[src/rtl/softmax_sched_pkg.sv]
// Shared types and helpers for the softmax exp-input scheduler.
// Build option: SOFTMAX_SCHED_SAT_EN selects a saturating lane subtraction.
package softmax_sched_pkg;

  localparam int LANES = 4;

  typedef enum logic [1:0] {
    IDLE = 2'd0,
    LOAD = 2'd1,
    SUB  = 2'd2,
    DONE = 2'd3
  } sched_state_e;

  function automatic int beats_of(input int n);
    return (n + LANES - 1) / LANES;
  endfunction

  // Operands arrive sign-extended to 64 bits; the result is clamped to the
  // signed range of a w-bit value (w <= 63).
  function automatic logic signed [63:0] sat_sub(input logic signed [63:0] a,
                                                 input logic signed [63:0] b,
                                                 input int unsigned        w);
    logic signed [63:0] diff;
    logic signed [63:0] hi;
    logic signed [63:0] lo;
    diff = a - b;
    hi   = (64'sd1 <<< (w - 1)) - 64'sd1;
    lo   = -hi - 64'sd1;
    if (diff > hi) begin
      return hi;
    end else if (diff < lo) begin
      return lo;
    end
    return diff;
  endfunction

endpackage

[src/rtl/softmax_lane_sub.sv]
// One lane of the shared subtractor bank: diff = max - x.
// Build option: SOFTMAX_SCHED_SAT_EN clamps to the signed range instead of wrapping.
module softmax_lane_sub #(
  parameter int DATA_WIDTH = 32
) (
  input  logic [DATA_WIDTH-1:0] max_i,
  input  logic [DATA_WIDTH-1:0] x_i,
  output logic [DATA_WIDTH-1:0] diff_o
);

`ifdef SOFTMAX_SCHED_SAT_EN
  logic signed [63:0] max_ext;
  logic signed [63:0] x_ext;

  assign max_ext = 64'(signed'(max_i));
  assign x_ext   = 64'(signed'(x_i));
  assign diff_o  = DATA_WIDTH'(softmax_sched_pkg::sat_sub(max_ext, x_ext, DATA_WIDTH));
`else
  assign diff_o = max_i - x_i;
`endif

endmodule

[src/rtl/softmax_exp_input_scheduler.sv]
// Two-pass scheduler: LOAD buffers a vector and tracks its signed max, SUB replays
// max - x four lanes per beat to the exp unit. Build option: SOFTMAX_SCHED_SAT_EN.
module softmax_exp_input_scheduler
  import softmax_sched_pkg::*;
#(
  parameter int DATA_WIDTH = 32,
  parameter int INTEGER    = 16,
  parameter int FRACTION   = 16,
  parameter int NUM_INPUTS = 10
) (
  input  logic                        clk,
  input  logic                        reset,
  input  logic                        start,
  input  logic                        in_valid,
  output logic                        in_ready,
  input  logic [LANES*DATA_WIDTH-1:0] in_data,
  output logic                        out_valid,
  input  logic                        out_ready,
  output logic [LANES*DATA_WIDTH-1:0] out_data,
  output logic [LANES-1:0]            out_mask,
  output logic                        out_last,
  output logic [DATA_WIDTH-1:0]       max_out,
  output logic                        busy,
  output logic                        done
);

  localparam int DW    = DATA_WIDTH;
  localparam int BEATS = beats_of(NUM_INPUTS);
  localparam int CW    = $clog2(BEATS + 1);
  localparam int IW    = (BEATS > 1) ? $clog2(BEATS) : 1;
  localparam logic [CW-1:0] LAST_BEAT = CW'(BEATS - 1);

  if (INTEGER + FRACTION != DATA_WIDTH) begin : g_bad_format
    $error("INTEGER + FRACTION must equal DATA_WIDTH");
  end
  if (NUM_INPUTS < 1 || NUM_INPUTS > 64) begin : g_bad_length
    $error("NUM_INPUTS must be in 1..64");
  end

  sched_state_e state_q, state_d;
  logic [CW-1:0] count_q, count_d;
  logic [DW-1:0] max_q, max_d;

  logic [LANES*DW-1:0] buf_q [BEATS];
  logic [LANES*DW-1:0] buf_wdata;
  logic [LANES*DW-1:0] diff;
  logic [LANES-1:0]    lane_mask;
  logic [IW-1:0]       beat_idx;
  logic                in_fire;

  assign beat_idx = count_q[IW-1:0];
  assign in_fire  = in_ready & in_valid;
  assign busy     = (state_q != IDLE);
  assign max_out  = max_q;

  // Lanes whose element index falls past the vector end are padding.
  always_comb begin
    lane_mask = '0;
    for (int k = 0; k < LANES; k++) begin
      lane_mask[k] = ((int'(count_q) * LANES + k) < NUM_INPUTS);
    end
  end

  // Beat 0 lane 0 seeds the running max so all-negative vectors work.
  always_comb begin
    logic signed [DW-1:0] best;
    logic signed [DW-1:0] lane_v;
    // NOTE: blocking assignments here model a combinational chain through the
    // loop; each iteration must see the value produced by the previous one.
    best      = (count_q == '0) ? signed'(in_data[0 +: DW]) : signed'(max_q);
    lane_v    = '0;
    buf_wdata = '0;
    for (int k = 0; k < LANES; k++) begin
      lane_v = signed'(in_data[k*DW +: DW]);
      if (lane_mask[k]) begin
        buf_wdata[k*DW +: DW] = lane_v;
        if (lane_v > best) begin
          best = lane_v;
        end
      end
    end
    max_d = in_fire ? best : max_q;
  end

  always_comb begin
    state_d   = state_q;
    count_d   = count_q;
    in_ready  = 1'b0;
    out_valid = 1'b0;
    out_mask  = '0;
    out_last  = 1'b0;
    done      = 1'b0;
    case (state_q)
      IDLE: begin
        if (start) begin
          state_d = LOAD;
          count_d = '0;
        end
      end
      LOAD: begin
        in_ready = 1'b1;
        if (in_valid) begin
          if (count_q == LAST_BEAT) begin
            state_d = SUB;
            count_d = '0;
          end else begin
            count_d = count_q + 1'b1;
          end
        end
      end
      SUB: begin
        out_valid = 1'b1;
        out_mask  = lane_mask;
        out_last  = (count_q == LAST_BEAT);
        if (out_ready) begin
          if (count_q == LAST_BEAT) begin
            state_d = DONE;
            count_d = '0;
          end else begin
            count_d = count_q + 1'b1;
          end
        end
      end
      DONE: begin
        done    = 1'b1;
        state_d = IDLE;
      end
      default: state_d = IDLE;
    endcase
  end

  // NOTE: sequential state uses non-blocking assignments so every flop samples
  // the pre-edge values of its neighbours.
  always_ff @(posedge clk) begin
    if (reset) begin
      state_q <= IDLE;
      count_q <= '0;
      max_q   <= '0;
    end else begin
      state_q <= state_d;
      count_q <= count_d;
      max_q   <= max_d;
    end
  end

  // NOTE: the beat buffer is deliberately cleared on reset; it is only a few
  // words, so the reset fan-out is cheap and no stale vector survives a reset.
  always_ff @(posedge clk) begin
    if (reset) begin
      for (int b = 0; b < BEATS; b++) begin
        buf_q[b] <= '0;
      end
    end else if (in_fire) begin
      buf_q[beat_idx] <= buf_wdata;
    end
  end

  for (genvar k = 0; k < LANES; k++) begin : g_lane
    softmax_lane_sub #(
      .DATA_WIDTH(DW)
    ) u_lane_sub (
      .max_i (max_q),
      .x_i   (buf_q[beat_idx][k*DW +: DW]),
      .diff_o(diff[k*DW +: DW])
    );
    assign out_data[k*DW +: DW] = out_mask[k] ? diff[k*DW +: DW] : '0;
  end

endmodule

[config.mk]
export PLATFORM = sky130hd
export DESIGN_NAME = softmax_exp_input_scheduler
export DESIGN_NICKNAME = d
export VERILOG_FILES = /design/src/rtl/softmax_sched_pkg.sv /design/src/rtl/softmax_lane_sub.sv /design/src/rtl/softmax_exp_input_scheduler.sv
export SDC_FILE = /design/constraint.sdc
export NUM_CORES = 1
export LEC_CHECK = 0
export CORE_ASPECT_RATIO = 1.25
export CORE_MARGIN = 2
export CORE_UTILIZATION = 60
export DETAILED_ROUTE_END_ITERATION = 10
export PLACE_DENSITY = 0.83
export SYNTH_ARGS = -nofsm -noshare
export SYNTH_HDL_FRONTEND = slang
export SYNTH_SLANG_ARGS = --single-unit
export TNS_END_PERCENT = 100
[constraint.sdc]
create_clock -name clk -period 37.8 [get_ports clk]
set_input_delay 7.56 -clock clk [delete_from_list [all_inputs] [get_ports clk]]
set_output_delay 7.56 -clock clk [all_outputs]
set_load 0.005 [all_outputs]
==> flow_summary.ini <==
[yosys]
async_flop_share_pct = 0
synth_largest_area_cell = edfxtp_1
synth_cell_types = 71
dominantRegCellSynth = edfxtp_1
synth_edf_count = 512
synthCells = 2939
ys_seq_area_share_pct = 47.9
synth_top_area_share_pct = 45.7
syn_area_per_cell_um2 = 11.4
synthTopCellsByArea = edfxtp_1 46%, ha_1 9.3%, mux4_2 8.6%
syn_area_mm2 = 0.0337
yosysWarnings = 0
ys_seq_elements = 550

[final_layout]
fill_cells = 3797
nets = 3669
drive_gt1_share_pct = 10.9
multiInputGateArea_mm2 = 0.0163
area_delta_synth_final_pct = 17.6
seq_area_mm2 = 0.0161

[timing]
timing.final.max_slew_violations = 0
whs_ns = 0.575
max-slew-margin-rel_pct = 22.5
worstMarginPinSlew_ns = 1.16
finClkSkew_ns = 0.0242
setup_violations = 0
fin_crit_ns = 20.98
fin_tns_setup_ns = 0
period_share_pct = 55.5
rsz0062_at_grt = false
hold_viol_final = 0
max_freq_mhz = 47.7

[cts]
clk_latency_ns = 0.62
post-cts-setup-buffers = 0
ctsHoldBuffers = 0
cts_buffer_depth = 3
cts_buffers = 53
h-tree-depth = 2
clockRootBuffer = clkbuf_16
clk_pin_slew_ns = 0.06
clock-sinks = 550
cts_tree = built
ctsResizeCount = 0

[global_routing]
antenna_found_initial = 4
grt_pass1_wl_mm = 155
gr-usage-all-layers_pct = 36.0
gr-total-overflow = 0
grt_max_degree = 93
grt_pass1_vias = 25905

[hold_path]
worst_hold_startpoint = state_q[1]$_SDFFE_PP0P_
min_path_type = reg2reg

[die]
initial_core_util_pct = 60.4
dieArea_mm2 = 0.0580
core_region_area_mm2 = 0.0557
die_w_um = 216
num_rows = 97
io_pins = 302
die_h_um = 269

[worst_setup_path]
cp_data_arrival_time_ns = 21.48
worstPathRequired_ns = 38.30
critical_path.max_fanout = 32
start_kind = input pin
path_class = in2reg
cpMaxStageDelayCell = o211a_1
r2r-start = beat_idx[0]$_SDFFE_PP0P_
cp_slowest_stage_delay_ns = 0.68
cp-startpoint = in_data[26]
end_kind = flop

[outcome]
status = complete, no violations

[detailed_routing]
via_count = 25766
first_pass_iters = 6
antenna_left = 0
drtIter0Drc = 2710
wl_per_cell_um = 25.9
routed_wl_mm = 106
via_per_inst = 6.33
drc = 0

[placement]
portBuffers = 301
gp_congestion = 0.939
dp_hpwl_mm = 73.9

[pwr]
p_leak_uw = 0.0163
power_density_mw_per_mm2 = 71.0
peakVddDrop_mv = 0.0543

[job]
cap_violations = 0
-- final timing paths --
| check | to | slack, ns | cells past startpoint |
|---|---|---|---|
| min reg2reg | state_q[1]$_SDFFE_PP0P_ | 0.57 | 2 |
| max | max_out[0]$_SDFFE_PP0P_ | 16.82 | 59 |
| min | state_q[1]$_SDFFE_PP0P_ | 0.57 | 2 |
| max reg2reg | max_out[0]$_SDFFE_PP0P_ | 22.27 | 60 |
-- registers in the layout, summed over array words and instances, names as in the netlist, named ones only --
| name | flops |
|---|---|
| beat_idx | 2 |
| buf_q | 512 |
| max_out | 32 |
| state_q | 2 |
-- critical path, delay by kind of cell --
family | cells | cell delay (ns)
multiplexers | 3 | 0.95
AND/OR/NAND/NOR | 20 | 3.63
AO/OA/AOI/OAI | 26 | 5.82
buffers and inverters | 6 | 2.16
adder cells (fa/ha/maj) | 4 | 1.30
-- synthesized netlist by cell type (17+ instances only) --
library cell	count
edfxtp_1	512
nand2_1	104
nor2_1	343
nor2b_1	38
mux2i_1	61
nand4_1	32
ha_1	251
buf_1	31
a21oi_1	134
a211oi_1	17
nand3_1	29
a21o_1	37
o21ai_0	89
o221ai_2	28
o21a_1	24
mux2_4	29
dfxtp_1	38
clkbuf_1	97
and3_1	122
and2_1	189
inv_1	260
nor3_1	52
nand2b_1	36
mux4_2	128
xnor2_1	53
xor2_1	43
-- logic make-up after synthesis --
kind of cell,share of synthesized area (%)
buf+inv,4.52
mux,11.8
xor+xnor,2.50
simple gates,14.9
fa+ha+maj,9.60
other cells,0.0111
flops,47.9
compound gates,8.73
-- through the flow --
| step | instances | cell area, um2 | total power [uW] | worst slack, ns | util (%) |
|---|---|---|---|---|---|
| 2_1_floorplan | 3002 | 33900 | 1760 | 19.59 | - |
| 3_3_place_gp | 3968 | 37800 | 2190 | 17.01 | 67.9 |
| 3_5_place_dp | 3968 | 37800 | 2240 | 16.59 | 67.9 |
| 4_1_cts | 4066 | 39600 | 2790 | 17.12 | 71.0 |
| 5_1_grt | 4069 | 39600 | 2950 | 15.80 | 71.1 |
| 6_report | 4069 | 39600 | 2810 | 16.82 | 71.1 |
-- cell usage in the layout, fill, tap and decap left out, types with 55 or more instances in the layout --
master             n
edfxtp_1         512
nor2_1           339
clkdlybuf4s50_1  301
inv_1            260
ha_1             251
and2_1           189
a21oi_1          133
mux4_2           128
and3_1           122
nand2_1          101
o21ai_0           89
conb_1            64
mux2i_1           61
buf_4             56
clkbuf_16         55
-- final cells by class --
type	instances	area share, %
diodes	3	0.0190
clock buffers	72	3.69
clock inverters	26	0.787
inverters	261	2.48
multi-input cells	2057	41.2
flip-flops and latches	550	40.8
well taps	742	2.35
repair buffers	358	8.72
-- routing by layer --
layer | global-route usage (%) | vias to the layer above | part of all wire, %
met5 | 0 | - | 0
met4 | 25.3 | 0 | 8.3
met3 | 5.04 | 420 | 8.3
met2 | 60.4 | 1559 | 49
met1 | 43.2 | 12450 | 35
li1 | - | 11337 | -
-- report_power, final --
part	switching [uW]	internal, uW	leakage, uW	total, uW
logic	837	661	0.0100	1500
clock network	232	318	0.000865	550
registers	45.0	717	0.00540	762
total	1110	1700	0.0163	2810
Power figures use the tool's default switching activity.
